`config.mk`:
```
export PLATFORM = sky130hd
export DESIGN_NAME = receiver_calc_flat
export DESIGN_NICKNAME = d
export VERILOG_FILES = /design/src/rtl/receiver_calc_pkg.sv /design/src/rtl/receiver_calc_if.sv /design/src/rtl/receiver_calc_uart_rx_byte.sv /design/src/rtl/receiver_calc.sv /design/src/flat_wrapper.sv
export SDC_FILE = /design/constraint.sdc
export NUM_CORES = 1
export LEC_CHECK = 0
export BUFFER_PORTS_ARGS = -buffer_cell sky130_fd_sc_hd__buf_4
export CAP_MARGIN = 5
export CORE_AREA = 2 2 157 159
export DETAILED_ROUTE_END_ITERATION = 10
export DIE_AREA = 0 0 159 161
export PLACE_DENSITY = 0.77
export SYNTH_ARGS = -nofsm -noshare
export SYNTH_HDL_FRONTEND = slang
export SYNTH_SLANG_ARGS = --single-unit
```
`constraint.sdc`:
```
create_clock -name clk -period 8.85 [get_ports clk]
set_clock_uncertainty 0.05 [all_clocks]
set_input_delay 0.4425 -clock clk [delete_from_list [all_inputs] [get_ports clk]]
set_output_delay 0.4425 -clock clk [all_outputs]
set_load 0.01 [all_outputs]
```
`src/rtl/receiver_calc_pkg.sv`:
```
// Shared definitions for the calculator UART receive path: defaults, ASCII codes, byte FSM states.
package receiver_calc_pkg;

    localparam int unsigned N_DEF            = 8;      // data bits per character
    localparam int unsigned M_DEF            = 128;    // message width in bits
    localparam int unsigned CLKS_PER_BIT_DEF = 10417;  // 100 MHz / 9600 baud
    localparam int unsigned LEN_W            = 5;      // width of msg_len

    localparam logic [7:0] ASCII_CR = 8'h0D;

    typedef enum logic [2:0] {
        ST_IDLE,
        ST_START,
        ST_DATA,
        ST_STOP,
        ST_WAIT_HI
    } rx_state_t;

endpackage

```
`src/rtl/receiver_calc_if.sv`:
```
// Receiver bus: serial input plus the published message and status outputs.
//  rxd_pin   : UART serial input (idle high)
//  msg       : last complete message, char0 in the MSBs
//  msg_len   : characters in msg
//  msg_valid : one-cycle pulse when msg/msg_len update
//  frame_err : one-cycle pulse on a bad stop bit
//  led       : [0] receiving, [1] sticky frame error, [2] message toggle, [3] buffer non-empty
interface receiver_calc_if
    import receiver_calc_pkg::*;
#(
    parameter int unsigned M = M_DEF
);
    logic             rxd_pin;
    logic [M-1:0]     msg;
    logic [LEN_W-1:0] msg_len;
    logic             msg_valid;
    logic             frame_err;
    logic [3:0]       led;

    modport master (
        input  rxd_pin,
        output msg, msg_len, msg_valid, frame_err, led
    );

    modport slave (
        output rxd_pin,
        input  msg, msg_len, msg_valid, frame_err, led
    );
endinterface

```
`src/rtl/receiver_calc_uart_rx_byte.sv`:
```
// 8N1 byte deserialiser with mid-bit sampling.
//  clk, reset   : clock, async active-high reset
//  rx_s         : synchronised serial input
//  data_byte    : assembled byte, valid while byte_rdy_c is high
//  byte_rdy_c   : high in the cycle the good stop bit is sampled
//  frame_err_c  : high in the cycle a bad stop bit is sampled
//  busy_c       : FSM is outside IDLE
module receiver_calc_uart_rx_byte
    import receiver_calc_pkg::*;
#(
    parameter int unsigned N            = N_DEF,
    parameter int unsigned CLKS_PER_BIT = CLKS_PER_BIT_DEF
) (
    input  logic         clk,
    input  logic         reset,
    input  logic         rx_s,
    output logic [N-1:0] data_byte,
    output logic         byte_rdy_c,
    output logic         frame_err_c,
    output logic         busy_c
);
    localparam int unsigned BC_W = $clog2(CLKS_PER_BIT);
    localparam int unsigned BI_W = $clog2(N);
    localparam int unsigned HALF = CLKS_PER_BIT / 2;

    rx_state_t       state;
    logic [BC_W-1:0] bc;
    logic [BI_W-1:0] bi;
    logic [N-1:0]    shreg;
    logic            bit_end;

    assign bit_end     = (bc == BC_W'(CLKS_PER_BIT - 1));
    assign byte_rdy_c  = (state == ST_STOP) && bit_end && rx_s;
    assign frame_err_c = (state == ST_STOP) && bit_end && !rx_s;
    assign busy_c      = (state != ST_IDLE);
    assign data_byte   = shreg;

    // Byte FSM: start-bit validation at half period, then one sample per bit period
    always_ff @(posedge clk or posedge reset) begin
        if (reset) begin
            state <= ST_IDLE;
            bc    <= '0;
            bi    <= '0;
            shreg <= '0;
        end else begin
            case (state)
                ST_IDLE: begin
                    if (!rx_s) begin
                        state <= ST_START;
                        bc    <= '0;
                    end
                end
                ST_START: begin
                    if (bc == BC_W'(HALF - 1)) begin
                        bc <= '0;
                        bi <= '0;
                        state <= rx_s ? ST_IDLE : ST_DATA;
                    end else begin
                        bc <= bc + BC_W'(1);
                    end
                end
                ST_DATA: begin
                    if (bit_end) begin
                        bc    <= '0;
                        shreg <= {rx_s, shreg[N-1:1]};
                        if (bi == BI_W'(N - 1)) begin
                            state <= ST_STOP;
                        end else begin
                            bi <= bi + BI_W'(1);
                        end
                    end else begin
                        bc <= bc + BC_W'(1);
                    end
                end
                ST_STOP: begin
                    if (bit_end) begin
                        bc    <= '0;
                        state <= rx_s ? ST_IDLE : ST_WAIT_HI;
                    end else begin
                        bc <= bc + BC_W'(1);
                    end
                end
                ST_WAIT_HI: begin
                    if (rx_s) begin
                        state <= ST_IDLE;
                    end
                end
                default: state <= ST_IDLE;
            endcase
        end
    end
endmodule

```
`src/rtl/receiver_calc.sv`:
```
// UART receive path of the calculator: synchroniser, byte receiver, message assembly, LEDs.
//  clk, reset : clock, async active-high reset
//  bus        : receiver_calc_if master (rxd_pin in; msg, msg_len, msg_valid, frame_err, led out)
module receiver_calc
    import receiver_calc_pkg::*;
#(
    parameter int unsigned N            = N_DEF,
    parameter int unsigned M            = M_DEF,
    parameter int unsigned CLKS_PER_BIT = CLKS_PER_BIT_DEF
) (
    input  logic            clk,
    input  logic            reset,
    receiver_calc_if.master bus
);
    localparam int unsigned CHARS = M / N;
    localparam int unsigned IDX_W = $clog2(M);

    logic             sync1, rx_s;
    logic [N-1:0]     data_byte;
    logic             byte_rdy_c, frame_err_c, busy_c;
    logic [M-1:0]     buffer, ins_buf;
    logic [LEN_W-1:0] cnt;
    logic [IDX_W-1:0] shamt;
    logic             toggle, sticky;

    // Two-flop synchroniser, reset to the idle line level
    always_ff @(posedge clk or posedge reset) begin
        if (reset) begin
            sync1 <= 1'b1;
            rx_s  <= 1'b1;
        end else begin
            sync1 <= bus.rxd_pin;
            rx_s  <= sync1;
        end
    end

    receiver_calc_uart_rx_byte #(
        .N            (N),
        .CLKS_PER_BIT (CLKS_PER_BIT)
    ) u_rx (
        .clk         (clk),
        .reset       (reset),
        .rx_s        (rx_s),
        .data_byte   (data_byte),
        .byte_rdy_c  (byte_rdy_c),
        .frame_err_c (frame_err_c),
        .busy_c      (busy_c)
    );

    // Buffer with the incoming byte dropped into slot cnt (slot 0 in the MSBs)
    always_comb begin
        shamt   = IDX_W'(M - N) - IDX_W'(N) * IDX_W'(cnt);
        ins_buf = buffer | (M'(data_byte) << shamt);
    end

    // Message assembly: CR or a full buffer publishes; empty CR is ignored
    always_ff @(posedge clk or posedge reset) begin
        if (reset) begin
            buffer        <= '0;
            cnt           <= '0;
            toggle        <= 1'b0;
            sticky        <= 1'b0;
            bus.msg       <= '0;
            bus.msg_len   <= '0;
            bus.msg_valid <= 1'b0;
            bus.frame_err <= 1'b0;
        end else begin
            bus.msg_valid <= 1'b0;
            bus.frame_err <= frame_err_c;
            if (frame_err_c) begin
                sticky <= 1'b1;
            end
            if (byte_rdy_c) begin
                if (data_byte == N'(ASCII_CR)) begin
                    if (cnt != '0) begin
                        bus.msg       <= buffer;
                        bus.msg_len   <= cnt;
                        bus.msg_valid <= 1'b1;
                        toggle        <= ~toggle;
                        buffer        <= '0;
                        cnt           <= '0;
                    end
                end else if (cnt == LEN_W'(CHARS - 1)) begin
                    bus.msg       <= ins_buf;
                    bus.msg_len   <= LEN_W'(CHARS);
                    bus.msg_valid <= 1'b1;
                    toggle        <= ~toggle;
                    buffer        <= '0;
                    cnt           <= '0;
                end else begin
                    buffer <= ins_buf;
                    cnt    <= cnt + LEN_W'(1);
                end
            end
        end
    end

    // Status LEDs
    always_ff @(posedge clk or posedge reset) begin
        if (reset) begin
            bus.led <= '0;
        end else begin
            bus.led <= {(cnt != '0), toggle, sticky, busy_c};
        end
    end
endmodule

```
`src/flat_wrapper.sv`:
```
// flat-port wrapper written by rule: the top's interface ports become plain ports
module receiver_calc_flat import receiver_calc_pkg::*;
#(
    parameter int unsigned N            = N_DEF,
    parameter int unsigned M            = M_DEF,
    parameter int unsigned CLKS_PER_BIT = CLKS_PER_BIT_DEF
)
  (clk, reset, bus_rxd_pin, bus_msg, bus_msg_len, bus_msg_valid, bus_frame_err, bus_led);
  receiver_calc_if #(.M(M)) bus_i ();
  input  logic clk;
  input  logic reset;
  input wire logic [$bits(bus_i.rxd_pin)-1:0] bus_rxd_pin;
  output wire logic [$bits(bus_i.msg)-1:0] bus_msg;
  output wire logic [$bits(bus_i.msg_len)-1:0] bus_msg_len;
  output wire logic [$bits(bus_i.msg_valid)-1:0] bus_msg_valid;
  output wire logic [$bits(bus_i.frame_err)-1:0] bus_frame_err;
  output wire logic [$bits(bus_i.led)-1:0] bus_led;
  assign bus_i.rxd_pin = bus_rxd_pin;
  assign bus_msg = bus_i.msg;
  assign bus_msg_len = bus_i.msg_len;
  assign bus_msg_valid = bus_i.msg_valid;
  assign bus_frame_err = bus_i.frame_err;
  assign bus_led = bus_i.led;
  receiver_calc #(.N(N), .M(M), .CLKS_PER_BIT(CLKS_PER_BIT)) u_core (.clk(clk), .reset(reset), .bus(bus_i));
endmodule
```
## Yosys cells after proc, flatten, opt, wreduce, memory -nomap -nowiden

Index checks and enable logic that the tools add are counted.
Widths: inputs -> output; s select.

- Add/subtract/negate cells: 4
- $mul: 0
- Div/mod/pow operators: 0
- $lt $le $gt $ge: 0
- Eq/ne operators: 17
- Shift-type cells: 1
- Muxes and demuxes: 36
- Bitwise gates (word level): 2
- Reduce and logical (&&, ||, !) cells: 17

Operators with widths:

| cell | count |
|---|---|
| $mux 128 | 6 |
| $or 128x128->128 | 1 |
| $shl 8x7->128 | 1 |
| $mux 14 | 3 |
| $pmux 14 s3 | 1 |
| $mux 3 | 10 |
| $mux 5 | 6 |
| $pmux 3 s5 | 1 |
| $add 14x1->14 const B | 1 |
| $eq 14x13->1 const B | 1 |
| $eq 14x14->1 const B | 1 |
| $ne 2x2->1 const B | 7 |
| $eq 8x4->1 const B | 1 |
| $mux 1 | 7 |
| $sub 7x7->7 const A | 1 |
| $eq 3x2->1 const B | 2 |
| $eq 3x3->1 const B | 2 |
| $pmux 3 s2 | 1 |
| $reduce_and 2->1 | 3 |
| $reduce_and 6->1 | 1 |
| $reduce_bool 3->1 | 2 |
| $add 5x1->5 const B | 1 |
| $eq 5x4->1 const B | 1 |
| $reduce_bool 5->1 | 1 |
| 12 further kinds | 15 |

- Flip-flop bits (word level): 304
- Bits in latches: 0
- Bits in writable memories: 0
- Memory bits (read-only): 0
- Input bits: 3
- Output and inout bits: 139
- Word-level logic and storage cells: 92
- Memories kept: 0

## Longest topological paths before layout

- Word-level depth: 5
- Gate-level depth with buffers: 12
- Mapped depth without buffers: 7

## Modules after synthesis

Synthesis repeated with hierarchy kept, for this count alone.

- Cells, all modules: 1262
- Area total of the unflattened synthesis: 13102.6 sq um

By module, submodules not included:

| module | times used | cells each | area each (sq um) | sequential area each (sq um) |
|---|---|---|---|---|
| receiver_calc | 1 | 1106 | 11546.1 | 6909.1 |
| receiver_calc_uart_rx_byte | 1 | 156 | 1556.5 | 700.7 |

## Worst setup path before layout

Ideal clock, no wire load.

- Kind: register to register
- Start point: register u_core.cnt[0]
- End point: register u_core.bus.msg_len[4]
- Arrival: 2489 ps
- Data required time: 8681 ps
- Path slack: 6192 ps
- Stages on the path, launching flop included: 12
- Clock period less this slack: 2658 ps
- Cell sequence: dfrtp_1 clkbuf_1 clkbuf_1 inv_1 ha_1 or4b_1 or3_1 nor3b_1 and2_1 clkbuf_1 buf_2 o21a_1

- Longest elaborated chain between the ends: 3
- Elaborated cells between the ends (all ways): 5
- Those cells by class: eq/ne (2); reduce/logical (3)

Ends and longest elaborated chain:

| what | RTL line | source |
|---|---|---|
| start, declared | receiver_calc.sv:22 | `logic [LEN_W-1:0] cnt;` |
| start signal, assigned | receiver_calc.sv:92 | `cnt <= cnt + LEN_W'(1);` |
| $reduce_bool 5->1 / $eq 5x4->1 (equally long branches) | receiver_calc.sv:75, receiver_calc.sv:83 |  |
| $ne 2x2->1 (no line) / $reduce_bool 2->1 (equally long branches) | -- |  |
| $reduce_and 3->1 (no line) * | -- |  |
| end signal, assigned | receiver_calc.sv:77 | `bus.msg_len <= cnt;` |
| end signal, assigned | receiver_calc.sv:85 | `bus.msg_len <= LEN_W'(CHARS);` |
| end, declared | receiver_calc_if.sv:22 | `output msg, msg_len, msg_valid, frame_err, led` |

Every way passes the cells marked *; elsewhere a longest branch is shown, timed or not.
A chain may end at the register's enable or synchronous reset.

## Final worst setup path

- Start point: register u_core.cnt[0]
- End point: register u_core.bus.msg[74]

- Longest elaborated chain between the ends: 5
- Elaborated cells between the ends (all ways): 10
- Those cells by class: add/sub (1); eq/ne (2); shift (1); mux (2); bitwise (1); reduce/logical (3)

Ends and longest elaborated chain:

| what | RTL line | source |
|---|---|---|
| $sub 7x7->7 | receiver_calc.sv:52 | `shamt = IDX_W'(M - N) - IDX_W'(N) * IDX_W'(cnt);` |
| $shl 8x7->128 | receiver_calc.sv:53 | `ins_buf = buffer \| (M'(data_byte) << shamt);` |
| $or 128x128->128 | receiver_calc.sv:53 |  |
| $mux 128 | receiver_calc.sv:83 | `end else if (cnt == LEN_W'(CHARS - 1)) begin` |
| $mux 128 | receiver_calc.sv:74 | `if (data_byte == N'(ASCII_CR)) begin` |
| end signal, assigned | receiver_calc.sv:76 | `bus.msg <= buffer;` |
| end signal, assigned | receiver_calc.sv:84 | `bus.msg <= ins_buf;` |
| end, declared | receiver_calc_if.sv:22 |  |

Parallel ways exist; a longest one is shown, timed or not. The select of a mux whose other input is x is not followed.

==> metrics.log <==
[metrics] number of pins exceeding their max-slew limit in the final report: 0
[metrics] flip-flop cell with the highest count after synthesis: sky130_fd_sc_hd__dfrtp_1
[metrics] maximum number of pins on one net before global-route repair: between 100 and 150
[metrics] Data required, critical path: 9.16 ns
[metrics] clock root buffer: sky130_fd_sc_hd__clkbuf_16
[metrics] worst-margin pin slew: about 1.2 ns
[metrics] total die area: 25600 um^2
[metrics] CORE AREA: around 24000 um^2
[metrics] area of the mapped netlist: around 12000 um^2
[metrics] number of buffer cells added on primary ports: around 140
[metrics] synthesis-stage register bit count: ~300
[metrics] combinational share of power: approximately 1.1%
[metrics] clock tree from TritonCTS: done
[metrics] CTS H-tree depth: 1
[metrics] die width: between 150 and 200 um
[metrics] cells after synthesis: approximately 1300
[metrics] flip-flop and latch area: ~7600 um^2
[metrics] number of nets with antenna violations after detailed routing: 0
[metrics] count of clock tree sinks: about 300
[metrics] row cnt: 57
[metrics] Final period util: about 50%
[metrics] sequential element share of the synthesized area: 60.9%
[metrics] global route total overflow: 0
[metrics] post-synthesis to final-layout area growth: 17.0%
[metrics] Top Ports: 142
[metrics] ordered cell list for the critical path: inv_1 -> ha_1 -> or4b_1 -> or3_1 -> nand4_4 -> buf_4 -> buf_4 -> o21ai_0
[metrics] relative slew slack: between 15 and 20%
[metrics] wire length of the first global-routing pass: between 50000 and 60000 um
[metrics] Synth Area in Adders: less than 1%
[metrics] crit-path max FO: around 130
[metrics] die boundary height: roughly 160 um
[metrics] fraction of synthesized cell area taken by the top area cell type: between 60% and 70%
[metrics] routed length per placed instance: about 19 um
[metrics] family of cells with the greatest summed delay on the critical path: buffers and inverters
[metrics] Critical Path Start Type: flip-flop
[metrics] max-cap violation count: 0
[metrics] fraction of registers with async set/reset: between 90% and 100%
[metrics] CP Data Arrival Time: ~4.8 ns
[metrics] power spent charging and discharging nets: 0.543 mW
[metrics] Starting DRT DRC Count: roughly 1000
[metrics] complex-gate fraction of the synthesized area: 18.0%
[metrics] start-to-end type of the worst setup path: flip-flop to flip-flop
[metrics] number of CTS-inserted buffers: 30
[metrics] Syn. warnings: 0
[metrics] number of detailed-route iterations in the first pass: 6
[metrics] RSZ-0062 raised after global routing: no
[metrics] main combinational cell family by area after synthesis: compound AO/OA/AOI/OAI gates
[metrics] top cell type by total area after synthesis: sky130_fd_sc_hd__dfrtp_1
[metrics] part of the power in the clock network: roughly 47%
[metrics] number of synthesized flops with an enable pin: 0
[metrics] Cell variety after synth: 55
[metrics] LEAKAGE: around 7 nW
[metrics] Post CTS Setup Buffer Count: 0
[metrics] post-layout utilization of the core: between 60% and 70%
[metrics] pwr dens: ~180 nW/um^2
[metrics] final total power: between 2 and 3 mW
[metrics] residual DRC count: 0
[metrics] proportion of layout cells with a drive suffix above 1: approximately 18%
[metrics] final estimated routing congestion in global placement: between 0.8 and 0.9
[metrics] Final Critical Period: between 4 and 5 ns
[metrics] internal power contribution: roughly 2.1 mW
[metrics] mux share of post-synthesis cell area: 0.892%
[metrics] post-DP HPWL: 19400 um
[metrics] maximum clock frequency: 0.225 GHz
[metrics] number of setup violations in the final report: 0
[metrics] Avg Vias per Cell: a little under 6
[metrics] Skew-Pair Late Insertion Delay: about 0.54 ns
[metrics] Crit path buffers/inverters: 3
[metrics] antenna violations before repair: 0
[metrics] post-detailed-routing wire length: 31500 um
[metrics] Worst path max stage delay: just over 0.9 ns
[metrics] # nets final: 1353
[metrics] Initial Utilization: 52.1%
[metrics] fraction of power spent switching nets: between 20% and 30%
[metrics] overall routing resource usage: 24.3%
[metrics] most used standard cell by instance count after synthesis: sky130_fd_sc_hd__dfrtp_1
[metrics] synthesized-area fraction occupied by xor and xnor cells: 0.771%
[metrics] syn avg cell area: 9.92 um^2
[metrics] critical-path cell with the highest stage delay: sky130_fd_sc_hd__buf_4
[metrics] via count: about 9900
[metrics] worst hold-check path type: flip-flop to flip-flop
[metrics] Reg power frac: 51.9%
[metrics] area used by multi-input combinational logic: roughly 4300 um^2
[metrics] count of endpoints failing hold in the final timing report: 0
[metrics] net count after synthesis: approximately 1300
[metrics] TNS Setup: 0 ns
[metrics] simple logic cell fraction of the synthesized area: 14.1%
[metrics] Synth top cells by count: sky130_fd_sc_hd__dfrtp_1 (302), sky130_fd_sc_hd__a21oi_1 (167), sky130_fd_sc_hd__nor2_1 (153)
[metrics] crit path capture type: flip-flop
[metrics] cell types with the largest area share after synthesis: sky130_fd_sc_hd__dfrtp_1 (61%), sky130_fd_sc_hd__a21oi_1 (6.7%), sky130_fd_sc_hd__o21ai_0 (5.4%), sky130_fd_sc_hd__a31oi_1 (4.9%), sky130_fd_sc_hd__nor2_1 (4.6%)
[metrics] Clock Tree Buf Depth: 3
[metrics] worst-case vdd ir drop: roughly 0.16 mV
[metrics] total inserted antenna cells: 0
[metrics] Layout fillers: around 2000
[metrics] outcome: complete, no violations
[metrics] vias in the first global route: around 9300
[metrics] clock slew at the register clock pins of the worst setup and hold paths: around 0.060 ns
[metrics] library cell appearing most often on the critical path: sky130_fd_sc_hd__buf_4
==> through the flow <==
stage               cells  setup WS (ns)  hold slack, ns  area, um^2
floorplan            1259           4.32           0.295       12500
finish               1689           4.41           0.305       14600
global route         1689           4.07           0.313       14600
global placement     1633           4.65           0.296       13600
CTS                  1689           4.45           0.306       14600
detailed placement   1633           4.48           0.297       13600
==> timing repair <==
action,in CTS,in global routing
gates resized for setup,0,0
hold buffers,2,0
endpoints found under the setup margin,0,0
endpoints found under the hold margin,22,0
==> registers in the layout (all words and copies together), names as in the netlist <==
signal / count
u_core.bus.msg: 128
u_core.rx_s: 1
u_core.sync1: 1
u_core.buffer: 128
u_core.u_rx.state: 3
u_core.sticky: 1
u_core.bus.msg_len: 5
u_core.u_rx.data_byte: 8
u_core.bus.led: 4
u_core.u_rx.bc: 14
u_core.cnt: 5
u_core.toggle: 1
u_core.bus.msg_valid: 1
u_core.bus.frame_err: 1
u_core.u_rx.bi: 3
==> per-layer routing <==
| metal | GRT usage (%) | routed length (um) |
|---|---|---|
| met4 | 7.89 | 991 |
| met3 | 4.26 | 2330 |
| met1 | 34.6 | 13300 |
| met5 | 0 | 0 |
| met2 | 38.4 | 14900 |
==> layout by cell type, fill, tap and decap left out, drive strengths merged, types with 5 or more instances in the layout <==
cell type	n
nand2	152
a21oi	167
nor2	153
nand4	10
mux2	9
nor3b	8
nor3	7
nor4	5
xor2	8
dfrtp	302
ha	7
o21ai	136
nor2b	10
nand3	14
inv	7
buf	162
clkbuf	45
and2	11
clkinv	7
a31oi	97
==> worst paths after layout <==
| path | startpoint | end | slack [ns] | depth (start not counted) |
|---|---|---|---|---|
| min in group asynchronous | reset | u_core.buffer[59] | 0.45 | 3 |
| hold / removal | u_core.sync1 | u_core.rx_s | 0.30 | 0 |
| setup reg to reg | u_core.cnt[0] | u_core.bus.msg[74] | 4.41 | 8 |
| max in group asynchronous | reset | u_core.bus.msg[116] | 6.05 | 5 |
| setup / recovery | u_core.cnt[0] | u_core.bus.msg[74] | 4.41 | 8 |
| hold reg to reg | u_core.sync1 | u_core.rx_s | 0.30 | 0 |
==> logic make-up (layout without fill, tap and decap cells) <==
family | Yosys count | in the layout
AO/OA/AOI/OAI | 415 | 415
XOR/XNOR | 11 | 11
adder cells (fa/ha/maj) | 7 | 7
buffers and inverters | 120 | 226
flip-flops | 304 | 304
multiplexers | 10 | 10
AND/OR/NAND/NOR | 392 | 392
==> layout make-up <==
cell class	count	share of cell area [%]
Clock buffer	45	6.08
Clock inverter	9	0.651
Inverter	8	0.231
Multi-Input combinational cell	835	29.8
Sequential cell	304	52.1
Tap cell	324	2.77
Timing Repair Buffer	164	8.46
==> power by group through the flow <==
stage,sequential [mW],combinational (mW),clock [mW]
2_1_floorplan,1.42,0.0217,0
3_3_place_gp,1.42,0.0311,0
3_5_place_dp,1.42,0.0313,0
4_1_cts,1.39,0.0320,1.27
5_1_grt,1.39,0.0359,1.34
6_report,1.39,0.0300,1.26
No activity file was read; power rests on OpenSTA's default activity.
